File: src/rtl/serial_compare_unit.sv
// serial_compare_unit: digit-serial A-B engine producing NZCV and derived compare conditions
// Ports: clk, reset_n (async, active-low); start requests an op in IDLE, latching a/b;
//   busy high in RUN; done pulses one cycle as result/flags update;
//   result = a-b; n,z,c,v flags (c = no-borrow); hs,ls,hi,lo unsigned; ge,le,gt,lt signed.
module serial_compare_unit #(
  parameter int WIDTH = 32,
  parameter int DIGIT = 4
) (
  input  logic             clk,
  input  logic             reset_n,
  input  logic             start,
  input  logic [WIDTH-1:0] a,
  input  logic [WIDTH-1:0] b,
  output logic             busy,
  output logic             done,
  output logic [WIDTH-1:0] result,
  output logic             n,
  output logic             z,
  output logic             c,
  output logic             v,
  output logic             hs,
  output logic             ls,
  output logic             hi,
  output logic             lo,
  output logic             ge,
  output logic             le,
  output logic             gt,
  output logic             lt
);
  localparam int N  = WIDTH / DIGIT;
  localparam int CW = (N > 1) ? $clog2(N) : 1;
  if (DIGIT < 1 || WIDTH % DIGIT != 0) begin : g_bad_digit
    $error("serial_compare_unit: WIDTH must be a multiple of DIGIT");
  end
  typedef enum logic [1:0] {IDLE, RUN, DONE} state_t;
  state_t           r_state, w_next;
  logic [WIDTH-1:0] r_a, r_b, r_acc;
  logic             r_carry, r_zacc;
  logic [CW-1:0]    r_cnt;
  logic [DIGIT:0]   w_add;
  logic [DIGIT-1:0] w_sum;
  logic             w_cy, w_cin_msb, w_last;
  logic [WIDTH-1:0] w_acc_next;
  assign w_add      = {1'b0, r_a[DIGIT-1:0]} + {1'b0, r_b[DIGIT-1:0]} + {{DIGIT{1'b0}}, r_carry};
  assign w_sum      = w_add[DIGIT-1:0];
  assign w_cy       = w_add[DIGIT];
  // carry into the digit's top bit, recovered from the sum bit; on the last digit this is the carry into bit WIDTH-1
  assign w_cin_msb  = w_sum[DIGIT-1] ^ r_a[DIGIT-1] ^ r_b[DIGIT-1];
  assign w_acc_next = (r_acc >> DIGIT) | (WIDTH'(w_sum) << (WIDTH - DIGIT));
  assign w_last     = r_cnt == CW'(N - 1);
  always_comb begin
    w_next = r_state;
    busy   = r_state == RUN;
    done   = r_state == DONE;
    w_next = (r_state == IDLE) ? (start ? RUN : IDLE) :
             (r_state == RUN)  ? (w_last ? DONE : RUN) : IDLE;
  end
  always_ff @(posedge clk or negedge reset_n) begin
    if (!reset_n) r_state <= IDLE;
    else          r_state <= w_next;
  end
  always_ff @(posedge clk or negedge reset_n) begin
    if (!reset_n) begin
      r_a     <= '0;
      r_b     <= '0;
      r_acc   <= '0;
      r_carry <= 1'b0;
      r_zacc  <= 1'b0;
      r_cnt   <= '0;
      result  <= '0;
      n       <= 1'b0;
      z       <= 1'b0;
      c       <= 1'b0;
      v       <= 1'b0;
    end else if (r_state == IDLE && start) begin
      r_a     <= a;
      r_b     <= ~b;
      r_carry <= 1'b1;
      r_zacc  <= 1'b1;
      r_cnt   <= '0;
    end else if (r_state == RUN) begin
      r_a     <= r_a >> DIGIT;
      r_b     <= r_b >> DIGIT;
      r_acc   <= w_acc_next;
      r_carry <= w_cy;
      r_zacc  <= r_zacc & (w_sum == '0);
      r_cnt   <= r_cnt + CW'(1);
      if (w_last) begin
        result <= w_acc_next;
        n      <= w_sum[DIGIT-1];
        z      <= r_zacc & (w_sum == '0);
        c      <= w_cy;
        v      <= w_cin_msb ^ w_cy;
      end
    end
  end
  assign hs = c;
  assign lo = ~c;
  assign hi = c & ~z;
  assign ls = ~c | z;
  assign ge = n == v;
  assign lt = n != v;
  assign gt = ~z & (n == v);
  assign le = z | (n != v);
endmodule

File: config.mk
export PLATFORM = sky130hd
export DESIGN_NAME = serial_compare_unit
export DESIGN_NICKNAME = d
export VERILOG_FILES = /design/src/rtl/serial_compare_unit.sv
export SDC_FILE = /design/constraint.sdc
export NUM_CORES = 1
export LEC_CHECK = 0
export CORE_MARGIN = 2
export CORE_UTILIZATION = 44
export CTS_BUF_LIST = sky130_fd_sc_hd__clkbuf_8
export DETAILED_ROUTE_END_ITERATION = 12
export PLACE_DENSITY = 0.7
export SETUP_SLACK_MARGIN = 0.3
export SKIP_CTS_REPAIR_TIMING = 1
export SLEW_MARGIN = 30
export SYNTH_ARGS = -nofsm -noshare
export SYNTH_HDL_FRONTEND = slang
export SYNTH_SLANG_ARGS = --single-unit
File: constraint.sdc
create_clock -name clk -period 4 [get_ports clk]
set_input_delay 0.4 -clock clk [delete_from_list [all_inputs] [get_ports clk]]
set_output_delay 0.4 -clock clk [all_outputs]
set_load 0.005 [all_outputs]
# After elaboration in Yosys (flattened, before gate mapping)
# Cells that the tools add are included.
[word_totals]
wordCells = 53
latch_bits = 0
romBits = 0
reg_bits = 139
memories = 0
ram_bits = 0
in_bits = 67
[classes]
addsub = 3
shifts = 0
multipliers = 0
n_lt_le_gt_ge = 0
eq_ne = 5
reduce_logical = 6
mux = 14
bitwise = 13
div_mod_pow = 0
[op_table]
columns = ["op", "count"]
rows = [
  ["two-way mux 32 bit", 4],
  ["NOT 32 bit", 1],
  ["OR 28 x 32 -> 32 bit", 1],
  ["two-way mux 2 bit", 3],
  ["two-way mux 3 bit", 2],
  ["adder 4 x 4 -> 5 bit", 1],
  ["adder 5 x 1 -> 5 bit", 1],
  ["two-way mux 1 bit", 5],
  ["zero test 4 bit", 1],
  ["adder 3 x 1 -> 3 bit, second input constant", 1],
  ["bitwise AND 1 bit", 3],
  ["== test 3 bit, second input constant", 1],
  ["NOT 1 bit", 3],
  ["AND reduction 3 bit", 1],
  ["XOR 1 bit", 3],
  ["== test 2 x 1 -> 1 bit, second input constant", 1],
  ["== test 2 bit, second input constant", 1],
  ["zero test 2 bit", 1],
  ["OR 1 bit", 2],
  ["AND reduction 2 bit", 1],
  ["nonzero test 2 bit", 1],
  ["== test 1 bit", 1],
  ["logical AND 1 bit", 1],
  ["inequality test 1 bit", 1],
]

# Depth between registers and ports, before layout
# Gate-level depths: netlist (run 1).
[logic_depth]
depth_word = 6
ltp_mapped = 8

# Worst setup path after synthesis (run 1)
# Ideal clock, no wire load.
[synth_path]
path_type = "flip-flop to flip-flop"
start = "reg r_a[0]"
end = "reg v"
setup_time_ns = 0.122
setup_slack_ns = 2.183
synth_period_minus_slack_ns = 1.817
arrival_ns = 1.695
required_ns = 3.878
path_stages_with_launch = 9
path_buffers = 0
path_cell_list = "dfrtp_1 > fa_1 > inv_1 > fa_1 > nand2b_1 > a21oi_1 > xnor2_1 > xnor2_1 > o21ai_1"
[synth_between]
elab_chain_len = 5
[synth_lines]
columns = ["element", "line_no", "text"]
rows = [
  ["start, declared", "37", "logic [WIDTH-1:0] r_a, r_b, r_acc;"],
  ["start signal, assigned", "82", "r_a <= r_a >> DIGIT;"],
  ["adder 4 x 4 -> 5 bit (*)", "44", "assign w_add = {1'b0, r_a[DIGIT-1:0]} + {1'b0, r_b[DIGIT-1:0]} + {{DIGIT{1'b0}}, r_carry};"],
  ["adder 5 x 1 -> 5 bit (*)", "44", ""],
  ["XOR 1 bit (2 in series)", "48", "assign w_cin_msb = w_sum[DIGIT-1] ^ r_a[DIGIT-1] ^ r_b[DIGIT-1];"],
  ["XOR 1 bit (*)", "93", "v <= w_cin_msb ^ w_cy;"],
  ["end signal, assigned", "93", ""],
  ["end, declared", "20", "output logic v,"],
]
# Every way passes the cells marked *; elsewhere a longest branch is shown, timed or not.
# A chain may end at the register's enable or synchronous reset.

# Final worst setup path (run 1)
[layout_path]
start = "reg r_state[0]"
end = "out busy"
[layout_between]
elab_chain_len = 1
[layout_lines]
columns = ["element", "line_no", "text"]
rows = [
  ["start, declared", "36", "state_t r_state, w_next;"],
  ["start signal, assigned", "60", "else r_state <= w_next;"],
  ["== test 2 x 1 -> 1 bit", "53", "busy = r_state == RUN;"],
  ["end, declared", "14", "output logic busy,"],
]
# No other way between the ends.

==> results.ini, run 1 <==
[timing]
rsz0062_at_grt = no
setup_viol = 0
clock-skew-final_ns = 0.00997
tns_ns = 0
finalHoldViolCount = 0
tightest_slew_ns = 0.657
relSlewSlack_pct = 56.1
fmax_mhz = 376
period_share_pct = 66.5
fin_ws_ns = 1.34
fin_crit_ns = 2.66
slew_violations = 0

[drt]
drc_errors = 0
drt-wirelength-per-cell_um = 14.7
drtAntennaViolNets = 0
dr.pass1.iters = 4
routed_via_density = 5.11
initialDrtViolationCount = 253
vias = 4293
drt-total-wl_um = 12400

[floorplan]
start_util_pct = 45.5
die_h_um = 119
rows = 41
core_area_mm2 = 0.0127
io_pins = 113
die_w_um = 119
dieArea_mm2 = 0.0141

[yosys]
synth_top_area_share_pct = 57.9
synthDistinctLibCells = 29
syn_nets = 632
synth.area.top_cells = dfrtp_1 58%, nand2_1 8.8%, mux2_4 7.0%
netlist_area_mm2 = 0.00579
async_reset_ff_share_pct = 100
synth_edf_count = 0
ys_ff_latch = 134
yosys_warnings = 0
postSynthCellCount = 558
synth.avg_cell_area_um2 = 10.4
yosysTopAreaCell = dfrtp_1
synth_ff_type = dfrtp_1
yosysSeqAreaShare_pct = 57.9

[global_route]
grt_pass1_vias = 4255
grt_max_degree = 113
grt_pass1_wl_um = 20800
overflow = 0
grt_usage_pct = 18.3
antenna_found_initial = 0

[job]
drv_cap = 0

[cts]
max-clock-path-buffers = 2
cts_sinks = 134
root_buffer = clkbuf_8
cts_inserted_buffers = 17
htree_num_levels = 4
clock_latency_ns = 0.45
cts_tree = done
clkTransAtPathRegs_ns = 0.08

[final_layout]
diodes = 0
stdcell_count = 840
fin_nets = 729
final_area_mm2 = 0.00738
drive_above_1_share_pct = 11.2
final_common_cell = nand2_1
final_cell_mix = 136 x nand2_1, 132 x dfrtp_1, 111 x clkdlybuf4s50_1
area_delta_synth_final_pct = 27.3
fillers = 1141

[worst_setup_path]
crit_arrival_ns = 2.26
critical_path.max_stage_delay_ns = 0.65
worst-path-buf-inv = 2
required_ns = 3.60
startpoint_type = flop
crit_type = flop to output port
crit_family = buffers and inverters
endpoint_kind = output port
slowest_stage = clkdlybuf4s50_1
cp_cell_sequence = nand2b_1 > inv_2 > clkdlybuf4s50_1
path_max_fanout = 38

[min_path]
hp-class = input port to async pin

[pwr]
p_total_w = 0.00552
ir_drop_mv = 0.283
power.leakage_nw = 3.41
power_density_mw_per_mm2 = 748

[place]
dp_cells = 806
hpwl_um = 8170
dpl_cell_area_mm2 = 0.00694
dp_slack_ns = 1.71
numPortBuffers = 112
gp_congestion = 0.810

[run_status]
status = finished clean

## report_power, final
group          switching, W  total (W)  internal, W
logic              0.000962    0.00208      0.00112
clock network      0.000542    0.00110     0.000557
registers          0.000402    0.00234      0.00194
## stage by stage
stage | util (%) | hold slack [ns]
detailed placement | 54.6 | 0.470
floorplan | - | 0.104
global placement | 54.5 | 0.462
finish | 58.0 | 0.416
CTS | 57.6 | 0.113
global route | 58.0 | 0.420
## final timing paths
| path | to | depth (start not counted) | start | slack [ns] |
|---|---|---|---|---|
| max | busy | 3 | r_state[0]$_DFF_PN0_ | 1.34 |
| min | result[11]$_DFFE_PN0P_ | 2 | reset_n | 0.42 |
| max reg2reg | result[16]$_DFFE_PN0P_ | 4 | r_state[0]$_DFF_PN0_ | 1.74 |
| min reg2reg | r_a[12]$_DFFE_PN0P_ | 2 | r_a[12]$_DFFE_PN0P_ | 0.48 |
| max in group asynchronous | r_b[19]$_DFFE_PN0P_ | 3 | reset_n | 2.91 |
| min in group clk | r_a[12]$_DFFE_PN0P_ | 2 | r_a[12]$_DFFE_PN0P_ | 0.48 |
## synthesized netlist by cell type (all sizes together) (4+ instances only)
master and n:
nor2 37, xor2 4, o21ai 69, inv 10, a22o 6, nand2b 7, nand2 137, dfrtp 134
mux2 29, a22oi 36, buf 27, clkbuf 13, a21oi 33, ha 5
## logic make-up after synthesis
logic type,after synthesis,share of synthesized area (%)
adder cells (fa/ha/maj),7,1.77
flip-flops,134,57.9
AND/OR/NAND/NOR,186,12.7
AO/OA/AOI/OAI,146,14.7
multiplexers,29,7.39
buffers and inverters,50,4.58
XOR/XNOR,6,0.907
## per-layer routing
layer  share of wire, %  vias up  global-route usage, %
met1                 45     2070                   24.7
met2                 48      127                   28.6
met3                5.7       17                   4.97
met5                  0        -                      0
li1                   -     2079                      -
met4                1.2        0                   5.88
## final cells by class
class | instances | area, um^2 | share of cell area (%)
clock buffers | 17 | 234 | 3.17
clock inverters | 15 | 156 | 2.12
inverters | 10 | 37.5 | 0.509
multi-input cells | 374 | 2180 | 29.6
flip-flops and latches | 134 | 3360 | 45.5
well taps | 172 | 215 | 2.92
repair buffers | 118 | 1190 | 16.2
## state kept, by name, summed over array words and instances (netlist names)
signal   cells
c            1
r_acc       28
r_carry      1
result      32
r_b         32
r_state      2
r_zacc       1
r_cnt        3
r_a         32
v            1
z            1
No activity file was read; power rests on OpenSTA's default activity.
==> run 2, diff against run 1 <==
PLACE_DENSITY = 0.72   (was 0.7)
clock period = 2.1 ns   (was 4 ns; I/O delays follow)
==> results.ini, run 2 (synthesis results as in run 1) <==
[final_layout]
ff_latch_area_mm2 = 0.00336  ; unchanged
final_area_mm2 = 0.00763  ; +3.5%
multi_input_area_mm2 = 0.00223  ; +2.0%
final_cell_mix = 136 x nand2_1, 132 x dfrtp_1, 105 x clkdlybuf4s50_1
fin_nets = 752  ; +3.2%
stdcell_count = 862  ; +2.6%
area_delta_synth_final_pct = 31.7
diodes = 0  ; unchanged
top_regs = r_a: 32 flops, r_b: 32 flops, result: 32 flops
final_util_pct = 60.0  ; +2.0 points
final_common_cell = nand2_1
drive_above_1_share_pct = 14.9  ; +3.7 points
fillers = 1133  ; -0.70%

[timing]
tns_ns = 0  ; unchanged
tightest_slew_ns = 0.553  ; -0.105 ns
clock-skew-final_ns = 0.00743  ; -0.00253 ns
finalHoldViolCount = 0  ; unchanged
slew_violations = 0  ; unchanged
worst_hold_slack_ns = 0.211  ; -0.205 ns
setup_viol = 0  ; unchanged
relSlewSlack_pct = 63.1  ; +7.0 points
fin_crit_ns = 1.89
fmax_mhz = 530
rsz0062_at_grt = yes
period_share_pct = 89.9

[cts]
root_buffer = clkbuf_8
htree_num_levels = 4  ; unchanged
clock_latency_ns = 0.43  ; -0.02 ns
max-clock-path-buffers = 2  ; unchanged
cts_inserted_buffers = 17  ; unchanged
cts_tree = done
cts_sinks = 134  ; unchanged
clkTransAtPathRegs_ns = 0.07  ; about the same

[place]
dp_cells = 819  ; +1.6%
dpl_cell_area_mm2 = 0.00706  ; +1.7%
numPortBuffers = 112  ; unchanged
hpwl_um = 8750  ; +7.1%
gp_congestion = 0.808  ; -0.23%

[worst_setup_path]
path_max_fanout = 27  ; -29%
startpoint_type = flop
worst-path-buf-inv = 2  ; unchanged
critical_path.max_stage_delay_ns = 0.50  ; -0.15 ns
required_ns = 1.89  ; -1.71 ns
crit_type = flop to output port
crit_family = buffers and inverters
slowest_stage = clkdlybuf4s50_1
endpoint_kind = output port
cp_cell_sequence = buf_6 > nor2b_2 > clkdlybuf4s50_1
crit_arrival_ns = 1.68  ; -0.58 ns

[floorplan]
io_pins = 113  ; unchanged
dieArea_mm2 = 0.0141  ; unchanged
die_h_um = 119  ; unchanged
start_util_pct = 45.5  ; unchanged
core_area_mm2 = 0.0127  ; unchanged
die_w_um = 119  ; unchanged
rows = 41  ; unchanged

[pwr]
ir_drop_mv = 0.514  ; +82%
power.leakage_nw = 3.60  ; +5.6%
power_density_mw_per_mm2 = 1430  ; +91%

[drt]
drt-total-wl_um = 12500  ; +1.4%
vias = 4382  ; +2.1%
routed_via_density = 5.08  ; -0.53%
dr.pass1.iters = 4  ; unchanged
initialDrtViolationCount = 332  ; +31%
drc_errors = 0  ; unchanged
drt-wirelength-per-cell_um = 14.5  ; -1.2%
drtAntennaViolNets = 0  ; unchanged

[global_route]
overflow = 0  ; unchanged
grt_max_degree = 80  ; -29%
use_met1_pct = 24.9  ; +0.15 points
grt_pass1_vias = 4279  ; +0.56%
grt_pass1_wl_um = 20800  ; about the same
busiest_layer = met2
use_met3_pct = 5.36  ; +0.39 points
grt_usage_pct = 18.4  ; +0.12 points
antenna_found_initial = 0  ; unchanged
gr-usage-met2_pct = 28.2  ; -0.47 points

[job]
drv_cap = 0  ; unchanged

[run_status]
status = finished clean

[min_path]
hp-class = input port to async pin

[run 2: final cells by class]
type	count	area share, %
Timing Repair Buffer	141	18.2
Clock inverter	11	1.74
Clock buffer	20	3.61
Sequential cell	134	44.0
Inverter	10	0.492
Tap cell	172	2.82
Multi-Input combinational cell	374	29.2
[run 2: metrics by stage]
stage	setup slack (ns)	total power, W
2_1_floorplan	0.330	0.00687
3_3_place_gp	0.196	0.00841
3_5_place_dp	0.0726	0.00865
4_1_cts	-0.00397	0.0108
5_1_grt	0.133	0.0117
6_report	0.212	0.0109
[run 2: path summary, 6_finish.rpt]
| path | startpoint | end | slack, ns | cells after the start |
|---|---|---|---|---|
| min | reset_n | result[0]$_DFFE_PN0P_ | 0.21 | 2 |
| max in group asynchronous | reset_n | r_state[1]$_DFF_PN0_ | 1.19 | 3 |
| min reg2reg | r_acc[5]$_DFFE_PN0P_ | r_acc[5]$_DFFE_PN0P_ | 0.48 | 2 |
| max reg2reg | r_a[0]$_DFFE_PN0P_ | r_zacc$_DFFE_PN0P_ | 0.26 | 6 |
| max | r_state[0]$_DFF_PN0_ | done | 0.21 | 3 |
| min in group clk | b[30] | r_b[30]$_DFFE_PN0P_ | 0.33 | 2 |
[run 2: report_power, final]
part           total, W  internal [W]  switching, W
sequential      0.00444       0.00369      0.000747
clock           0.00218       0.00124      0.000935
combinational   0.00431       0.00234       0.00197
total            0.0109       0.00728       0.00365
[run 2: per-layer routing]
layer	vias to the layer above	wire [um]	share of wire (%)
met5	-	0	0
met3	14	793	6.3
li1	2121	-	-
met4	0	155	1.2
met1	2133	5570	44
met2	114	6020	48
==> run 3, diff against run 2 <==
--- a/config.mk
+++ b/config.mk
@@ -11,4 +11,5 @@
 export DETAILED_ROUTE_END_ITERATION = 12
 export PLACE_DENSITY = 0.72
+export REMOVE_ABC_BUFFERS = 1
 export SETUP_SLACK_MARGIN = 0.3
 export SKIP_CTS_REPAIR_TIMING = 1
==> constraint.sdc (replaced) <==
create_clock -name clk -period 2.1 [get_ports clk]
set_input_delay 0.21 -clock clk [delete_from_list [all_inputs] [get_ports clk]]
set_output_delay 0.21 -clock clk [all_outputs]
set_load 0.05 [all_outputs]
==> results.ini, run 3 (synthesis results as in run 1) <==
[global_route]
grt_pass1_vias = 4338  ; +1.4%
grt_usage_pct = 18.7  ; +0.28 points
grt_pass1_wl_um = 21300  ; +2.6%
grt_max_degree = 73  ; -8.8%
antenna_found_initial = 0  ; unchanged
overflow = 0  ; unchanged

[worst_setup_path]
crit_type = flop to flop
cp_common_cell = fa_2
cp_cell_sequence = fa_2 > inv_2 > fa_2 > nand2b_4 > a21oi_4 > xnor2_2 > xnor2_1 > o21ai_1
slowest_stage = dfrtp_1
crit_family = adder cells
path_max_fanout = 2  ; -93%
startpoint_type = flop
r2r_slack_ns = 0.24  ; -0.02 ns
crit_arrival_ns = 2.18  ; +0.50 ns
critical_path.max_stage_delay_ns = 0.41  ; -0.09 ns
required_ns = 2.42  ; +0.53 ns
worst-path-buf-inv = 1  ; -1
endpoint_kind = flop

[drt]
dr.pass1.iters = 6  ; +2
drtAntennaViolNets = 0  ; unchanged
drt-wirelength-per-cell_um = 15.0  ; +3.2%
vias = 4432  ; +1.1%
drc_errors = 0  ; unchanged
initialDrtViolationCount = 366  ; +10%
routed_via_density = 5.15  ; +1.4%
drt-total-wl_um = 12900  ; +3.0%

[place]
hpwl_um = 8440  ; -3.5%
gp_congestion = 0.840  ; +4.0%
numPortBuffers = 112  ; unchanged

[final_layout]
drive_above_1_share_pct = 15.0  ; +0.043 points
final_cell_mix = 136 x nand2_1, 132 x dfrtp_1, 65 x clkdlybuf4s50_1
fin_nets = 749  ; -0.40%
diodes = 0  ; unchanged
top_regs = r_a: 32 flops, r_b: 32 flops, result: 32 flops
final_util_pct = 61.0  ; +1.0 points
area_delta_synth_final_pct = 34.0
fillers = 1056  ; -6.8%
final_common_cell = nand2_1

[cts]
cts_inserted_buffers = 17  ; unchanged
clkTransAtPathRegs_ns = 0.07  ; about the same
max-clock-path-buffers = 2  ; unchanged
root_buffer = clkbuf_8
clock_latency_ns = 0.44  ; about the same
cts_tree = done
cts_sinks = 134  ; unchanged
htree_num_levels = 4  ; unchanged

[floorplan]
rows = 41  ; unchanged
die_h_um = 119  ; unchanged
dieArea_mm2 = 0.0141  ; unchanged
io_pins = 113  ; unchanged
start_util_pct = 45.5  ; unchanged
die_w_um = 119  ; unchanged
core_area_mm2 = 0.0127  ; unchanged

[timing]
relSlewSlack_pct = 63.7  ; +0.64 points
finalHoldViolCount = 0  ; unchanged
clock-skew-final_ns = 0.00974  ; +0.00231 ns
fmax_mhz = 538  ; +1.5%
rsz0062_at_grt = yes
tightest_slew_ns = 0.543  ; -0.00959 ns
fin_crit_ns = 1.86  ; -0.0284 ns
slew_violations = 0  ; unchanged
period_share_pct = 88.6  ; -1.4 points
setup_viol = 0  ; unchanged
tns_ns = 0  ; unchanged

[job]
drv_cap = 0  ; unchanged

[pwr]
power_density_mw_per_mm2 = 1630  ; +14%
power.leakage_nw = 4.04  ; +12%
ir_drop_mv = 0.580  ; +13%

[min_path]
hp-class = input port to async pin

[run_status]
status = finished clean

run 3: cell types whose count changed in the layout (fill, tap and decap cells not counted), moves of 2 or more:
cell / previous run / this run
inv_1: 10 / 12
clkbuf_8: 20 / 18
clkdlybuf4s50_1: 105 / 65
buf_4: 25 / 20
buf_12: 2 / 7
dlymetal6s2s_1: 6 / 41
run 3: where the power goes:
group | internal (W) | total [W] | switching (W) | leakage [nW]
clock network | 0.00118 | 0.00213 | 0.000953 | 0.218
registers | 0.00370 | 0.00443 | 0.000729 | 1.71
logic | 0.00242 | 0.00607 | 0.00365 | 2.12
total | 0.00729 | 0.0126 | 0.00533 | 4.04
run 3: cell type report:
| cell class | instances | area [um^2] | area share (%) |
|---|---|---|---|
| clock inverter | 14 | 145 | 1.87 |
| tap | 172 | 215 | 2.77 |
| multi-input combinational | 374 | 2240 | 28.8 |
| clock buffer | 18 | 248 | 3.19 |
| sequential | 134 | 3360 | 43.3 |
| timing repair buffer | 138 | 1520 | 19.6 |
| inverter | 10 | 37.5 | 0.483 |
run 3: final timing paths:
kind | from | endpoint | cells after the start
max reg2reg | r_carry$_DFFE_PN0P_ | v$_DFFE_PN0P_ | 8
max | r_carry$_DFFE_PN0P_ | v$_DFFE_PN0P_ | 8
min reg2reg | r_b[11]$_DFFE_PN0P_ | r_b[11]$_DFFE_PN0P_ | 2
min | reset_n | result[6]$_DFFE_PN0P_ | 2
max in group asynchronous | reset_n | r_a[31]$_DFFE_PN0P_ | 3
min in group clk | b[30] | r_b[30]$_DFFE_PN0P_ | 2
run 3: per-layer routing:
metal | share of wire, % | GRT usage [%] | routed length (um) | vias up
li1 | - | - | - | 2111
met1 | 45 | 25.5 | 5780 | 2152
met2 | 47 | 28.6 | 6110 | 157
met3 | 7.0 | 6.27 | 902 | 12
met4 | 0.92 | 5.06 | 119 | 0
met5 | 0 | 0 | 0 | -
run 3: per-stage QoR:
stage               total power, W  instance area (um^2)  hold slack [ns]  cells  setup slack [ns]
floorplan                  0.00821                  5570          -0.0856    518             -1.58
global placement           0.00999                  7080           0.0475    819             0.220
detailed placement          0.0102                  7080           0.0505    819             0.133
CTS                         0.0124                  7480           -0.422    851            -0.113
global route                0.0134                  7760            0.170    860             0.190
finish                      0.0126                  7760            0.172    860             0.240
